`config.mk`:
```
export PLATFORM = sky130hd
export DESIGN_NAME = cdm16_irq_ctrl
export DESIGN_NICKNAME = d
export VERILOG_FILES = /design/src/rtl/cdm16_irq_ctrl.sv
export SDC_FILE = /design/constraint.sdc
export NUM_CORES = 1
export LEC_CHECK = 0
export BUFFER_PORTS_ARGS = -buffer_cell sky130_fd_sc_hd__buf_2
export CORE_ASPECT_RATIO = 1.25
export CORE_MARGIN = 5
export CORE_UTILIZATION = 50
export DETAILED_ROUTE_END_ITERATION = 10
export PLACE_DENSITY_LB_ADDON = 0.3
export REMOVE_ABC_BUFFERS = 1
export SYNTH_ARGS = -nofsm -noshare
export SYNTH_HDL_FRONTEND = slang
export SYNTH_SLANG_ARGS = --single-unit
```
`constraint.sdc`:
```
create_clock -name input_clock -period 7.13 [get_ports input_clock]
set_clock_uncertainty 0.05 [all_clocks]
set_input_delay 0.713 -clock input_clock [delete_from_list [all_inputs] [get_ports input_clock]]
set_output_delay 0.713 -clock input_clock [all_outputs]
set_load 0.01 [all_outputs]
```
`src/rtl/cdm16_irq_ctrl.sv`:
```
// Purpose: prioritising interrupt controller for cdm16 (mask, edge/level, nested in-service, EOI).
// Latency: irq/int_vec combinational from registered state; edge requests pend one falling edge after the rising edge.
// Backpressure: none; a request is held until the core acks it or software masks/clears it.
module cdm16_irq_ctrl #(
    parameter int         N_SRC          = 8,
    parameter logic [5:0] RESET_VEC_BASE = 6'd16
) (
    input  logic             input_clock,
    input  logic             reset,
    input  logic [N_SRC-1:0] src,
    output logic             irq,
    output logic [5:0]       int_vec,
    input  logic             iack,
    input  logic             cfg_sel,
    input  logic             cfg_we,
    input  logic [1:0]       cfg_addr,
    input  logic [15:0]      cfg_wdata,
    output logic [15:0]      cfg_rdata
);

    logic [N_SRC-1:0] mask;
    logic [N_SRC-1:0] edge_en;
    logic [N_SRC-1:0] pend;
    logic [N_SRC-1:0] isr;
    logic [5:0]       vec_base;
    logic [N_SRC-1:0] src_q;

    logic [N_SRC-1:0] req;
    logic [N_SRC-1:0] edge_set;
    logic [3:0]       win;
    logic             win_vld;
    logic [3:0]       isr_top;
    logic             ack;
    logic [N_SRC-1:0] ack_set;
    logic [N_SRC-1:0] isr_low;
    logic             cfg_wr;
    logic             eoi;
    logic [N_SRC-1:0] w1c;
    logic [N_SRC-1:0] pend_nxt;
    logic [N_SRC-1:0] isr_nxt;

    // Effective requests: edge sources come from the pending latch, level sources straight from the sampled line.
    always_comb begin
        req      = mask & ((edge_en & pend) | (~edge_en & src_q));
        edge_set = edge_en & ~src_q & src;
    end

    // Priority encoders: lowest-index request wins; isr_top is N_SRC when nothing is in service.
    always_comb begin
        win     = 4'(N_SRC);
        win_vld = 1'b0;
        isr_top = 4'(N_SRC);
        isr_low = '0;
        for (int i = N_SRC - 1; i >= 0; i--) begin
            if (req[i]) begin
                win     = 4'(i);
                win_vld = 1'b1;
            end
            if (isr[i]) begin
                isr_top    = 4'(i);
                isr_low    = '0;
                isr_low[i] = 1'b1;
            end
        end
    end

    // Core-facing outputs: only strictly higher priority than the in-service level may interrupt.
    always_comb begin
        irq     = win_vld && (win < isr_top);
        int_vec = irq ? (vec_base + {2'b00, win}) : vec_base;
    end

    // Next-state for PEND and ISR: edge set beats clears; EOI clear is applied before the ack set.
    always_comb begin
        cfg_wr  = cfg_sel && cfg_we;
        eoi     = cfg_wr && (cfg_addr == 2'd3) && cfg_wdata[15];
        ack     = iack && irq;
        ack_set = '0;
        w1c     = '0;
        for (int i = 0; i < N_SRC; i++) begin
            ack_set[i] = ack && (win == 4'(i));
            w1c[i]     = cfg_wr && (cfg_addr == 2'd2) && cfg_wdata[i];
        end
        pend_nxt = (pend & ~w1c & ~(ack_set & edge_en)) | edge_set;
        isr_nxt  = (isr & ~(eoi ? isr_low : '0)) | ack_set;
    end

    // State registers update on the falling edge, shared with the core.
    always_ff @(negedge input_clock) begin
        if (reset) begin
            mask     <= '0;
            edge_en  <= '0;
            pend     <= '0;
            isr      <= '0;
            vec_base <= RESET_VEC_BASE;
            src_q    <= '0;
        end else begin
            src_q <= src;
            pend  <= pend_nxt;
            isr   <= isr_nxt;
            if (cfg_wr && (cfg_addr == 2'd0)) mask    <= cfg_wdata[N_SRC-1:0];
            if (cfg_wr && (cfg_addr == 2'd1)) edge_en <= cfg_wdata[N_SRC-1:0];
            if (cfg_wr && (cfg_addr == 2'd3)) vec_base <= cfg_wdata[5:0];
        end
    end

    // Register read mux; unused high bits read zero and the bus is quiet when not selected.
    always_comb begin
        cfg_rdata = '0;
        if (cfg_sel) begin
            case (cfg_addr)
                2'd0: for (int i = 0; i < N_SRC; i++) cfg_rdata[i] = mask[i];
                2'd1: for (int i = 0; i < N_SRC; i++) cfg_rdata[i] = edge_en[i];
                2'd2: for (int i = 0; i < N_SRC; i++) cfg_rdata[i] = pend[i];
                default: begin
                    cfg_rdata[5:0] = vec_base;
                    for (int i = 0; i < N_SRC; i++) cfg_rdata[8+i] = isr[i];
                end
            endcase
        end
    end

endmodule
```
### After elaboration in Yosys (flattened, before gate mapping)

Index checks and enable logic that the tools add are counted.

| storage, ports and cells | value |
|---|---|
| bits in registers | 46 |
| bits in latches | 0 |
| bits in writable memories | 0 |
| ROM bits | 0 |
| bits of input ports | 31 |
| output and inout bits | 23 |
| word-level logic and storage cells | 100 |
| memories | 0 |

| cells by class | value |
|---|---|
| add/subtract/negate cells | 1 |
| $mul | 0 |
| divide/modulo/power cells | 0 |
| order comparisons | 1 |
| eq/ne operators | 10 |
| shifts and indexed selects | 0 |
| multiplexer cells | 38 |
| bitwise operators | 17 |
| reductions and logical operators | 27 |

Operators by type and width:

| operator | count |
|---|---|
| 2-to-1 mux 8 bit | 10 |
| AND 8 bit | 9 |
| 2-to-1 mux 4 bit | 16 |
| inverter 8 bit | 5 |
| logical AND 1 bit | 24 |
| OR 8 bit | 3 |
| case mux 6 bit (3 select lines) | 1 |
| equality test 4 x 3 -> 1 bit (second input constant) | 4 |
| 2-to-1 mux 16 bit | 1 |
| equality test 4 x 2 -> 1 bit (second input constant) | 2 |
| 2-to-1 mux 1 bit | 8 |
| adder 6 x 4 -> 6 bit | 1 |
| 2-to-1 mux 6 bit | 1 |
| case mux 2 bit (3 select lines) | 1 |
| equality test 2 bit (second input constant) | 2 |
| equality test 4 x 1 -> 1 bit (second input constant) | 1 |
| zero test 4 bit | 1 |
| < comparator 4 bit | 1 |
| OR reduction 3 bit | 1 |
| equality test 2 x 1 -> 1 bit (second input constant) | 1 |
| zero test 2 bit | 1 |

### Depth between registers and ports, before layout

| logic depth | value |
|---|---|
| depth in word-level cells | 20 |
| depth in mapped cells | 13 |
| depth with buffers taken out | 13 |

==> impl_results.md <==
* Run status: complete, but fails checks
* Violated checks: negative setup slack
* Library cells used by synthesis at 56
* Critical path endpoint category: output port
* Placed Cells incl. Taps at 434
* Setup_tns at -387.4 ps
* Die Y at roughly 93 um
* Vias/cell at slightly below 6
* Core ar. at between 0.005 and 0.006 mm2
* All-Layer GR Usage at 22.97%
* Global-route wire length before repair at 13270 um
* CP most frequent cell: inv_2
* Row count at 30
* Hpwl dp at 5422 um
* Peak VDD IR at between 0.0001 and 0.00015 V
* PortBufs at 46
* Initial antenna violation count at 0
* Top FF cell, synth: dfxtp_1
* Slew @ Worst Pin at 737.1 ps
* Die Wd at between 70 and 80 um
* Clock power frac at a little under half
* TritonCTS clock tree: done
* Largest net degree at the start of global routing at 38
* CP Data Arrival Time at 6500 ps
* CTS H-tree depth at 2
* Final worst slack at -129.1 ps
* Slowest stage cell, crit path: fa_2
* Area delta synth->final at 33.47%
* I/O pins at 54
* Delay-heaviest family, CP: adder cells
* Starting DRC count in detailed routing at ~150
* Power Density at roughly 170 mW/mm2
* Place WS at between 40 and 50 ps
* Final count of hold timing violations at 0
* Detail Route Antenna Nets at 0
* YS warnings at 0
* Drt pass-1 iters at 5
* Final setup fails at 4
* Cells after synthesis at approximately 320
* Hold-fix buffers, CTS at 0
* Worst-path cell chain: mux2_4, a211oi_2, o211ai_1, and2_4, nor2_4, ha_4, inv_2, fa_2, inv_2, maj3_2, a21o_1, nand2_1, xnor2_1, buf_2
* Layout Cells excl Fill at 500
* Syn avg cell area at ~8.7 um2
* Net Sw Power at between 0.00015 and 0.0002 W
* Part of the power in registers at 43.4%
* Routability Congestion at roughly 0.86
* Max cap viols at 0
* #FFs+latches synth at 46
* Slew margin rel. at roughly 50%
* Register area share after synthesis at between 30% and 40%
* Hold WC Path Type: register to register
* Ys async rst share at 0%
* Clock transition at path regs at 30 ps
* Bufs and invs on worst path at 3
* Gate power share at 10.0%
* Total number of vias at just under 3000
* Crit path kind: register to output port
* Grt total ovfl at 0
* Power Internal at around 0.00043 W
* Ant. Diodes at 0
* Leakage at around 1.7 nW
* Clock latency on the worst-skew pair at between 300 and 400 ps
* Layout Nets at 472
* Total routed wirelength at between 8000 and 9000 um
* Crit path largest cell delay at between 300 and 400 ps
* Unrepaired setup endpoints after global routing: yes
* Wire length per cell at around 16 um
* TritonCTS buffer count at 5
* Clock tree buffer depth at 2
* Die area at between 0.007 and 0.008 mm2
* Clock sinks at 46
* Fillers at 442
* Post-synthesis cell area at 0.002763 mm2
* Initial Utilization at around 50%
* Post-synth EDFFs at 0
* Vias in the first global route at 2898
* Clock root buffer master: clkbuf_8
* Sw Share at a little under a third
* Max Transition Viols Final at 0
* CP startpoint kind: register
* Crit path max fanout at 2
* Required @ worst endpoint at between 6000 and 7000 ps
* Post-route DRC at 0
* Layout cells sized above 1 at 30.73%
per-stage QoR:
stage	hold WS [ps]	total power [W]	util (%)	area, um2
after floorplan	402.6	0.0003396	-	2706
after global placement	425.1	0.0003658	58.31	3152
after detailed placement	427.8	0.0003669	58.31	3152
after CTS	432.8	0.0006283	67.38	3642
after global routing	460.5	0.0006711	68.22	3687
final	430.8	0.0006223	68.22	3687
cells by family (layout without fill, tap and decap cells):
| logic type | Yosys count | in the layout | synth area share, % |
|---|---|---|---|
| flops | 46 | 46 | 33.33 |
| simple gates | 139 | 139 | 25.05 |
| compound gates | 68 | 68 | 19.52 |
| buf+inv | 25 | 144 | 3.940 |
| mux | 26 | 26 | 12.86 |
| xor+xnor | 5 | 5 | 1.585 |
| fa+ha+maj | 8 | 8 | 3.714 |
sequential cells by signal (all words and copies together), names as in the netlist:
| signal | count |
|---|---|
| edge_en | 8 |
| isr | 8 |
| mask | 8 |
| pend | 8 |
| src_q | 8 |
| vec_base | 6 |
routing by layer:
metal | global-route usage, % | vias to the layer above | wire length, um
met1 | 25.47 | 1369 | 3073
met3 | 7.322 | 26 | 764
li1 | - | 1374 | -
met5 | 0 | - | 0
met2 | 39.50 | 156 | 4185
met4 | 11.22 | 0 | 210
worst min-delay path: stages, from the launching register on:
cell     delay (ps)
dfxtp_1         320
nand2_1          60
a21oi_1          50
cell usage in the layout, fill, tap and decap left out, types with 10 or more instances in the layout:
cell type | Yosys | final
nor2_1 | 24 | 23
dfxtp_1 | 46 | 40
buf_4 | 0 | 28
nand2_1 | 51 | 50
and2_1 | 18 | 17
buf_2 | 0 | 46
a21oi_1 | 24 | 24
inv_1 | 12 | 56
mux2i_1 | 13 | 10
nand3_1 | 10 | 10
nor2b_1 | 10 | 10
what timing repair did:
action	in CTS	in global routing
endpoints found under the hold margin	0	0
pin swaps	14	13
gates cloned	0	0
gates resized for setup	31	9
buffers inserted	11	2
endpoints found under the setup margin	7	6
area by class of cell:
| class | instances | area [um2] | area share (%) |
|---|---|---|---|
| Tap cell | 64 | 80.08 | 2.172 |
| Timing Repair Buffer | 77 | 474.2 | 12.86 |
| Sequential cell | 46 | 930.9 | 25.25 |
| Inverter | 13 | 48.80 | 1.323 |
| Clock inverter | 49 | 211.5 | 5.735 |
| Clock buffer | 5 | 68.82 | 1.866 |
| Multi-Input combinational cell | 246 | 1873 | 50.80 |
cell usage after synthesis, types with 2 or more instances:
cell type  instances  area (um2)
a41o_1             5       50.05
a2111oi_4          2       55.05
nor2_1            24       90.09
nand2_1           51       191.4
nand4_1            5       31.28
inv_1             12       45.04
a2bb2oi_2          2       30.03
mux2i_1           13       130.1
nor2b_1           10       62.56
a21oi_1           24       120.1
mux2_2             3       33.78
dfxtp_1           46       920.9
nand4b_1           2       17.52
and2_1            18       112.6
nand3_1           10       50.05
and3_1             2       12.51
nand3b_1           2       15.01
xnor2_1            5       43.79
a22oi_1            2       15.01
a21oi_2            2       17.52
a32o_1             3       30.03
nor3_1             2       10.01
and2_4             2       17.52
nand2b_1           3       18.77
maj3_1             2       20.02
o211ai_1           3       22.52
o41ai_1            2       17.52
buf_1              2       7.510
buf_6              2       22.52
ha_1               5       62.56
clkbuf_1           7       26.28
mux2_1             2       22.52
o21ai_0            6       30.03
a21o_1             4       30.03
and3b_1            5       43.79
mux4_2             5       112.6
o31ai_1            2       15.01
mux2_4             2       30.03
power groups by stage:
stage / clock network, W / registers [W] / logic (W)
after global routing: 0.000335 / 0.000270 / 0.0000669
after CTS: 0.000299 / 0.000269 / 0.0000597
after global placement: 0.0000401 / 0.000273 / 0.0000529
after floorplan: 0.0000401 / 0.000272 / 0.0000276
final: 0.000290 / 0.000270 / 0.0000623
after detailed placement: 0.0000401 / 0.000273 / 0.0000539
final timing paths:
check / start / to / slack, ps / depth (start not counted)
worst min-delay path: vec_base[5] / vec_base[5] / 430 / 2
worst min register to register: vec_base[5] / vec_base[5] / 430 / 2
worst max-delay path: edge_en[6] / int_vec[4] / -130 / 14
worst max register to register: edge_en[6] / pend[4] / 4080 / 11
Power figures use the tool's default switching activity.
